## config.mk

```make
export PLATFORM = sky130hd
export DESIGN_NAME = cave_filler
export DESIGN_NICKNAME = d
export VERILOG_FILES = /design/src/rtl/dash_pkg.sv /design/src/rtl/tile_select.sv /design/src/rtl/cave_filler.sv
export SDC_FILE = /design/constraint.sdc
export NUM_CORES = 1
export LEC_CHECK = 0
export CAP_MARGIN = 20
export CELL_PAD_IN_SITES_DETAIL_PLACEMENT = 0
export CELL_PAD_IN_SITES_GLOBAL_PLACEMENT = 1
export CORE_ASPECT_RATIO = 0.9
export CORE_MARGIN = 10
export CORE_UTILIZATION = 35
export DETAILED_ROUTE_END_ITERATION = 10
export PLACE_DENSITY_LB_ADDON = 0.1
export RECOVER_POWER = 100
export SYNTH_ARGS = -nofsm -noshare
export SYNTH_HDL_FRONTEND = slang
export SYNTH_SLANG_ARGS = --single-unit
```

## constraint.sdc

```tcl
create_clock -name clk -period 4.3 [get_ports clk]
set_input_delay 0.43 -clock clk [delete_from_list [all_inputs] [get_ports clk]]
set_output_delay 0.43 -clock clk [all_outputs]
set_load 0.03 [all_outputs]
```

## src/rtl/dash_pkg.sv

```systemverilog
// Shared tile codes, field widths and fill-FSM state encoding for the cave filler.
package dash_pkg;

    localparam int unsigned TILE_W  = 4;
    localparam int unsigned PROB_W  = 8;
    localparam int unsigned NUM_OBJ = 4;

    localparam logic [TILE_W-1:0] TILE_SPACE   = 4'h0;
    localparam logic [TILE_W-1:0] TILE_DIRT    = 4'h1;
    localparam logic [TILE_W-1:0] TILE_BRICK   = 4'h2;
    localparam logic [TILE_W-1:0] TILE_BOULDER = 4'h3;
    localparam logic [TILE_W-1:0] TILE_DIAMOND = 4'h4;
    localparam logic [TILE_W-1:0] TILE_STEEL   = 4'h7;

    typedef enum logic [1:0] {
        ST_IDLE = 2'd0,
        ST_FILL = 2'd1,
        ST_DONE = 2'd2
    } fill_state_e;

endpackage

```

## src/rtl/tile_select.sv

```systemverilog
// Picks an interior tile from one random byte against four object thresholds.
//   rnd_i  : random byte
//   prob_i : four 8-bit thresholds, object i in bits [8i+7:8i]
//   kind_i : four 4-bit tile codes, object i in bits [4i+3:4i]
//   tile_o : selected tile (combinational)
module tile_select
    import dash_pkg::*;
(
    input  logic [PROB_W-1:0]         rnd_i,
    input  logic [NUM_OBJ*PROB_W-1:0] prob_i,
    input  logic [NUM_OBJ*TILE_W-1:0] kind_i,
    output logic [TILE_W-1:0]         tile_o
);

    // Later objects override earlier ones, so the highest matching index wins.
    always_comb begin
        tile_o = TILE_DIRT;
        for (int unsigned i = 0; i < NUM_OBJ; i++) begin
            if (rnd_i < prob_i[i*PROB_W +: PROB_W]) begin
                tile_o = kind_i[i*TILE_W +: TILE_W];
            end
        end
    end

endmodule

```

## src/rtl/cave_filler.sv

```systemverilog
// Raster-walks a WIDTH x HEIGHT cave and writes one tile per cell into tile RAM.
//   clk, res      : clock, synchronous active-high reset
//   start         : begin a fill (honoured only in IDLE)
//   prob, kind    : per-object thresholds / tile codes, latched at start
//   rnd           : current generator byte
//   gen_en        : generator step, one per committed interior write
//   wr_en/addr/data, wr_ready : tile RAM write port with back-pressure
//   busy, done    : fill in progress / one-cycle completion pulse
module cave_filler
    import dash_pkg::*;
#(
    parameter int unsigned WIDTH  = 40,
    parameter int unsigned HEIGHT = 22,
    parameter int unsigned ADDR_W = 10
) (
    input  logic                      clk,
    input  logic                      res,
    input  logic                      start,
    input  logic [NUM_OBJ*PROB_W-1:0] prob,
    input  logic [NUM_OBJ*TILE_W-1:0] kind,
    input  logic [PROB_W-1:0]         rnd,
    output logic                      gen_en,
    output logic                      wr_en,
    output logic [ADDR_W-1:0]         wr_addr,
    output logic [TILE_W-1:0]         wr_data,
    input  logic                      wr_ready,
    output logic                      busy,
    output logic                      done
);

    localparam int unsigned COL_W = (WIDTH  > 1) ? $clog2(WIDTH)  : 1;
    localparam int unsigned ROW_W = (HEIGHT > 1) ? $clog2(HEIGHT) : 1;
    localparam logic [COL_W-1:0] COL_LAST = COL_W'(WIDTH - 1);
    localparam logic [ROW_W-1:0] ROW_LAST = ROW_W'(HEIGHT - 1);

    fill_state_e                 state_q, state_d;
    logic [ROW_W-1:0]            row_q, row_d;
    logic [COL_W-1:0]            col_q, col_d;
    logic [ADDR_W-1:0]           addr_q, addr_d;
    logic [NUM_OBJ*PROB_W-1:0]   prob_q, prob_d;
    logic [NUM_OBJ*TILE_W-1:0]   kind_q, kind_d;
    logic                        border_c;
    logic [TILE_W-1:0]           sel_tile_c;

    tile_select u_tile_select (
        .rnd_i  (rnd),
        .prob_i (prob_q),
        .kind_i (kind_q),
        .tile_o (sel_tile_c)
    );

    assign border_c = (row_q == '0) || (row_q == ROW_LAST) ||
                      (col_q == '0) || (col_q == COL_LAST);

    // Address is a running counter kept alongside row/col, avoiding row*WIDTH.
    assign wr_addr = addr_q;

    // State and raster registers.
    always_ff @(posedge clk) begin
        if (res) begin
            state_q <= ST_IDLE;
            row_q   <= '0;
            col_q   <= '0;
            addr_q  <= '0;
            prob_q  <= '0;
            kind_q  <= '0;
        end else begin
            state_q <= state_d;
            row_q   <= row_d;
            col_q   <= col_d;
            addr_q  <= addr_d;
            prob_q  <= prob_d;
            kind_q  <= kind_d;
        end
    end

    // Next-state, raster advance and write-port outputs.
    always_comb begin
        state_d = state_q;
        row_d   = row_q;
        col_d   = col_q;
        addr_d  = addr_q;
        prob_d  = prob_q;
        kind_d  = kind_q;
        wr_en   = 1'b0;
        gen_en  = 1'b0;
        busy    = 1'b0;
        done    = 1'b0;
        wr_data = TILE_DIRT;

        unique case (state_q)
            ST_IDLE: begin
                if (start) begin
                    state_d = ST_FILL;
                    row_d   = '0;
                    col_d   = '0;
                    addr_d  = '0;
                    prob_d  = prob;
                    kind_d  = kind;
                end
            end
            ST_FILL: begin
                wr_en   = 1'b1;
                busy    = 1'b1;
                wr_data = border_c ? TILE_STEEL : sel_tile_c;
                // Step the generator only when this interior write commits,
                // so a stalled write keeps the same rnd and tile.
                gen_en  = !border_c && wr_ready;
                if (wr_ready) begin
                    addr_d = addr_q + ADDR_W'(1);
                    if (col_q == COL_LAST) begin
                        col_d = '0;
                        row_d = row_q + ROW_W'(1);
                        if (row_q == ROW_LAST) begin
                            state_d = ST_DONE;
                        end
                    end else begin
                        col_d = col_q + COL_W'(1);
                    end
                end
            end
            ST_DONE: begin
                done    = 1'b1;
                state_d = ST_IDLE;
            end
            default: begin
                state_d = ST_IDLE;
            end
        endcase
    end

endmodule

```

Yosys cells after proc, flatten, opt, wreduce, memory -nomap -nowiden --
Index checks and enable logic that the tools add are counted.
Storage, ports and cells: register bits 71, input bits 60, output and inout bits 18, logic and storage cells 59
Cells by class: add/sub/neg operators 3, $lt $le $gt $ge 4, eq/ne operators 8, multiplexer cells 25, reductions and logical operators 13
Operator list (number):
- $lt A8 B8 Y1 | 4
- $mux W4 | 6
- $mux W10 | 2
- $pmux W10 S2 | 1
- $mux W6 | 3
- $mux W5 | 3
- $pmux W6 S2 | 1
- $add A10 B1 Y10 const B | 1
- $pmux W5 S2 | 1
- $mux W2 | 4
- $ne A2 B2 Y1 const B | 4
- $reduce_and A4 Y1 | 2
- $add A6 B1 Y6 const B | 1
- $eq A6 B6 Y1 const B | 1
- $logic_not A6 Y1 | 1
- $add A5 B1 Y5 const B | 1
- $eq A5 B5 Y1 const B | 1
- $logic_not A5 Y1 | 1
- $pmux W2 S2 | 1
- $logic_or A1 B1 Y1 | 3
- $mux W1 | 3
- $reduce_and A3 Y1 | 1
- $eq A2 B1 Y1 const B | 1
- $eq A2 B2 Y1 const B | 1
- other kinds (5) | 5

Longest topological paths before layout --
depth after elaboration 7, depth in mapped cells 7, gate-level depth less buffers 7

By module --
From an unflattened synthesis, not the netlist that was laid out.
Unflattened totals: cell total of the unflattened synthesis 484, area, all modules 3821.2 um2
Modules (own cells, without submodules):
- cave_filler | times used 1, cells each 365, area an instance 2937.8 um2, sequential area each 1421.4 um2
- tile_select | times used 1, cells each 119, area an instance 883.3 um2, sequential area each 0.0 um2

Least setup slack after synthesis --
Ideal clock, no wire load.
path type input to output, start input rnd[1], end output wr_data[2], arrival time 2.433 ns, data required time 3.870 ns, path slack 1.437 ns, cell stages on the path 6, buffers on the path 0, cell sequence ha_1 or4_1 a21oi_1 o311a_1 a221oi_1 o32ai_1
On the way: cells in the longest elaborated chain, start to end 7, elaborated cells on any way between the ends 10, classes of those cells order compare: 4; mux: 6
Ends and longest elaborated chain:
- start: declaration | line cave_filler.sv:21 | input logic [PROB_W-1:0] rnd,
- $lt A8 B8 Y1 | line tile_select.sv:19 | if (rnd_i < prob_i[i*PROB_W +: PROB_W]) begin
- $mux W4 (3 in series) | line tile_select.sv:19
- $mux W4 * | line tile_select.sv:19
- $mux W4 * | line cave_filler.sv:105 | wr_data = border_c ? TILE_STEEL : sel_tile_c;
- $mux W4 * | line cave_filler.sv:91 | unique case (state_q)
- end: declaration | line cave_filler.sv:25 | output logic [TILE_W-1:0] wr_data,
Every way passes the cells marked *; elsewhere a longest branch is shown, timed or not.

Final worst setup path --
start input rnd[1], end output wr_data[1]
The elaborated chain is that of the path after synthesis.

==> flow_metrics.py <==
metrics = {
    "outcome": {
        "status": "complete, but fails checks",
        "violations": "capacitance limit, slew limit",
    },
    "synthesis": {
        "synth_nets": 565,
        "ys_ff_latch": 71,
        "ys_warn_count": 0,
        "yosysTopAreaCell": "dfxtp_1",
        "netlist_top_cells_count": "nand2_1 (107), dfxtp_1 (71), a21oi_1 (66)",
        "synth_area_leaders": "dfxtp_1 (38%), ha_1 (11%), nand2_1 (11%), a21oi_1 (8.9%), inv_1 (3.5%)",
        "syn_avg_cell_area_um2": 7.92,
        "synthFlopType": "dfxtp_1",
        "netlist_instances": 471,
        "syn_area_um2": 3730,
        "ys_types": 55,
        "yosysMostFrequentCell": "nand2_1",
        "synth_top_area_share_pct": 38.1,
        "synth_edf_count": 0,
        "async_reset_ff_share_pct": 0,
        "ys_seq_area_share_pct": 38.1,
    },
    "die": {
        "ios": 78,
        "initial_utilization_pct": 36.1,
        "die_area_um2": 15200,
        "die_h_um": 118,
        "rows": 35,
        "die_w_um": 129,
        "core_area_um2": 10300,
    },
    "job": {
        "drv_cap": 1,
    },
    "power_and_ir_drop": {
        "power_per_cell_area_nw_per_um2": 347,
        "ir_drop_uv": 174,
        "p_total_mw": 1.68,
        "leakage_nw": 1.87,
    },
    "critical_path": {
        "end_kind": "output pin",
        "reg2reg_to": "kind_q[4]$_SDFFE_PP0P_",
        "critPathArrivalTime_ns": 3.50,
        "required_ns": 3.87,
        "worstReg2RegStart": "state_q[0]$_SDFFE_PP0P_",
        "rrSetupSlack_ns": 1.05,
        "worstRegToRegCells": 5,
        "worstSetupStartpointType": "input port",
        "critPathKind": "input port to output pin",
        "crit_fanout": 4,
    },
    "clock_tree": {
        "clock_sinks": 71,
        "clkLatencyLatePin_ns": 0.32,
        "cts.clk_slew.worst_paths_ns": 0.06,
        "ctsHoldBuffers": 0,
        "cts_tree": "yes",
        "cts_setup_buffers": 0,
        "postCtsResizedCells": 0,
        "h-tree-depth": 3,
        "cts_inserted_buffers": 9,
        "clock-root-buffer": "clkbuf_16",
        "clockBufferDepth": 2,
    },
    "min_path": {
        "hold_start": "kind_q[5]$_SDFFE_PP0P_",
        "min_delay_path_depth": 2,
        "hold_path_end": "kind_q[5]$_SDFFE_PP0P_",
        "min_path_type": "register to register",
    },
    "finish": {
        "drive_above_1_share_pct": 4.03,
        "stdcell_area_um2": 4840,
        "area_growth_pct": 29.8,
        "n_antenna_cell": 0,
        "fin_nets": 635,
    },
    "timing": {
        "hold-worst-slack_ns": 0.454,
        "grt_setup_unrepaired": "false",
        "setup_viol": 0,
        "max-slew-margin-rel_pct": -2.02,
        "finalClockSkew_ns": 0.00429,
        "worst_pin_slew_ns": 1.53,
        "drv_slew": 23,
        "min_period_ns": 3.93,
        "fin_setup_tns_ns": 0,
        "hold_violations": 0,
        "fmax_ghz": 0.255,
        "min_period_over_period_pct": 91.3,
    },
    "placement": {
        "placed_area_um2": 4600,
        "dpl.hpwl_mm": 7.68,
        "place_congestion": 0.790,
        "io_buffers": 77,
    },
    "detailed_routing": {
        "drc": 0,
        "via_per_inst": 4.95,
        "first_iter_violations": 143,
        "post_drt_wl_per_cell_um": 15.2,
        "routed_wl_mm": 10.3,
        "drt-pass1-iter-count": 4,
        "vias": 3339,
        "antenna_left": 0,
    },
    "grt": {
        "grt_pass1_wl_mm": 17.2,
        "grt_pass1_vias": 3302,
        "grtUsageTotal_pct": 13.9,
        "grt_overflow_total": 0,
        "antenna_found_initial": 0,
        "grt_start_max_net_pins": 61,
    },
}
-- cell usage in the layout, fill, tap and decap left out, types with 2 or more instances in the layout --
cell type and count:
a31o_2 2, clkbuf_16 9, and3_1 5, o32ai_1 2
nand4_1 6, nor3_1 6, nand2_1 108, nand3_1 9
dlygate4sd3_1 19, and2_1 3, nand4b_1 2, a31oi_1 2
nor4b_1 2, clkbuf_1 2, a221oi_1 2, nor2_1 25
or3_1 6, inv_1 35, or4_1 2, nor2b_1 4
o311a_1 3, o21a_1 2, buf_4 2, xor2_1 7
xnor2_1 5, a21o_1 4, o21ai_0 8, a21oi_1 66
dfxtp_1 71, clkdlybuf4s50_1 57, nand2b_1 5, nor3b_1 3
clkbuf_8 4, ha_1 34, nand3b_1 2
-- area by class of cell --
| cell class | instances | area (um^2) |
|---|---|---|
| Tap cell | 129 | 161 |
| Fill cell | 1060 | 5490 |
| Timing Repair Buffer | 80 | 785 |
| Inverter | 35 | 131 |
| Clock buffer | 14 | 284 |
| Sequential cell | 71 | 1420 |
| Multi-Input combinational cell | 344 | 2050 |
| Clock inverter | 2 | 12.5 |
-- power breakdown --
| part | internal, mW | switching, mW |
|---|---|---|
| Sequential | 0.686 | 0.0162 |
| Combinational | 0.117 | 0.136 |
| Clock | 0.453 | 0.274 |
| Total | 1.26 | 0.427 |
-- worst max-delay path by stage --
stage,to,from,cells after the start
final,wr_data[1],rnd[1],8
after CTS,wr_data[2],rnd[1],8
after detailed placement,wr_data[2],rnd[1],8
after global placement,wr_data[2],rnd[1],8
after global routing,wr_data[1],rnd[1],8
after floorplan,wr_data[2],rnd[1],6
-- state kept, by name (all words and copies together) (netlist names) --
name     flops
row_q        5
col_q        6
state_q      2
kind_q      16
wr_addr     10
prob_q      32
-- per-layer routing --
layer  vias up  track usage (%)  share of wire [%]  routed length [um]
li1       1743                -                  -                   -
met2        67             19.6                 43                4390
met4         0             3.62               0.73                  75
met1      1525             19.5                 50                5080
met5         -                0                  0                   0
met3         4             4.50                6.9                 709
-- logic make-up after synthesis --
kind of cell,synth area share (%)
AND/OR/NAND/NOR,24.5
AO/OA/AOI/OAI,16.7
flip-flops,38.1
buffers and inverters,6.00
adder cells (fa/ha/maj),11.4
XOR/XNOR,2.82
multiplexers,0.570
-- critical path: stages --
cell             delay, ns
clkdlybuf4s50_1       0.52
ha_1                  0.25
or4_1                 0.54
a21oi_1               0.30
o311a_1               0.21
a221oi_1              0.09
o32ai_1               0.35
dlygate4sd3_1         0.81
-- stage by stage --
stage / util (%) / instances / setup slack (ns)
floorplan: - / 471 / 1.44
global placement: 44.5 / 659 / 0.464
detailed placement: 44.5 / 659 / 0.458
CTS: 47.3 / 675 / 0.432
global route: 46.9 / 675 / 0.268
finish: 46.9 / 675 / 0.372
Power figures use the tool's default switching activity.
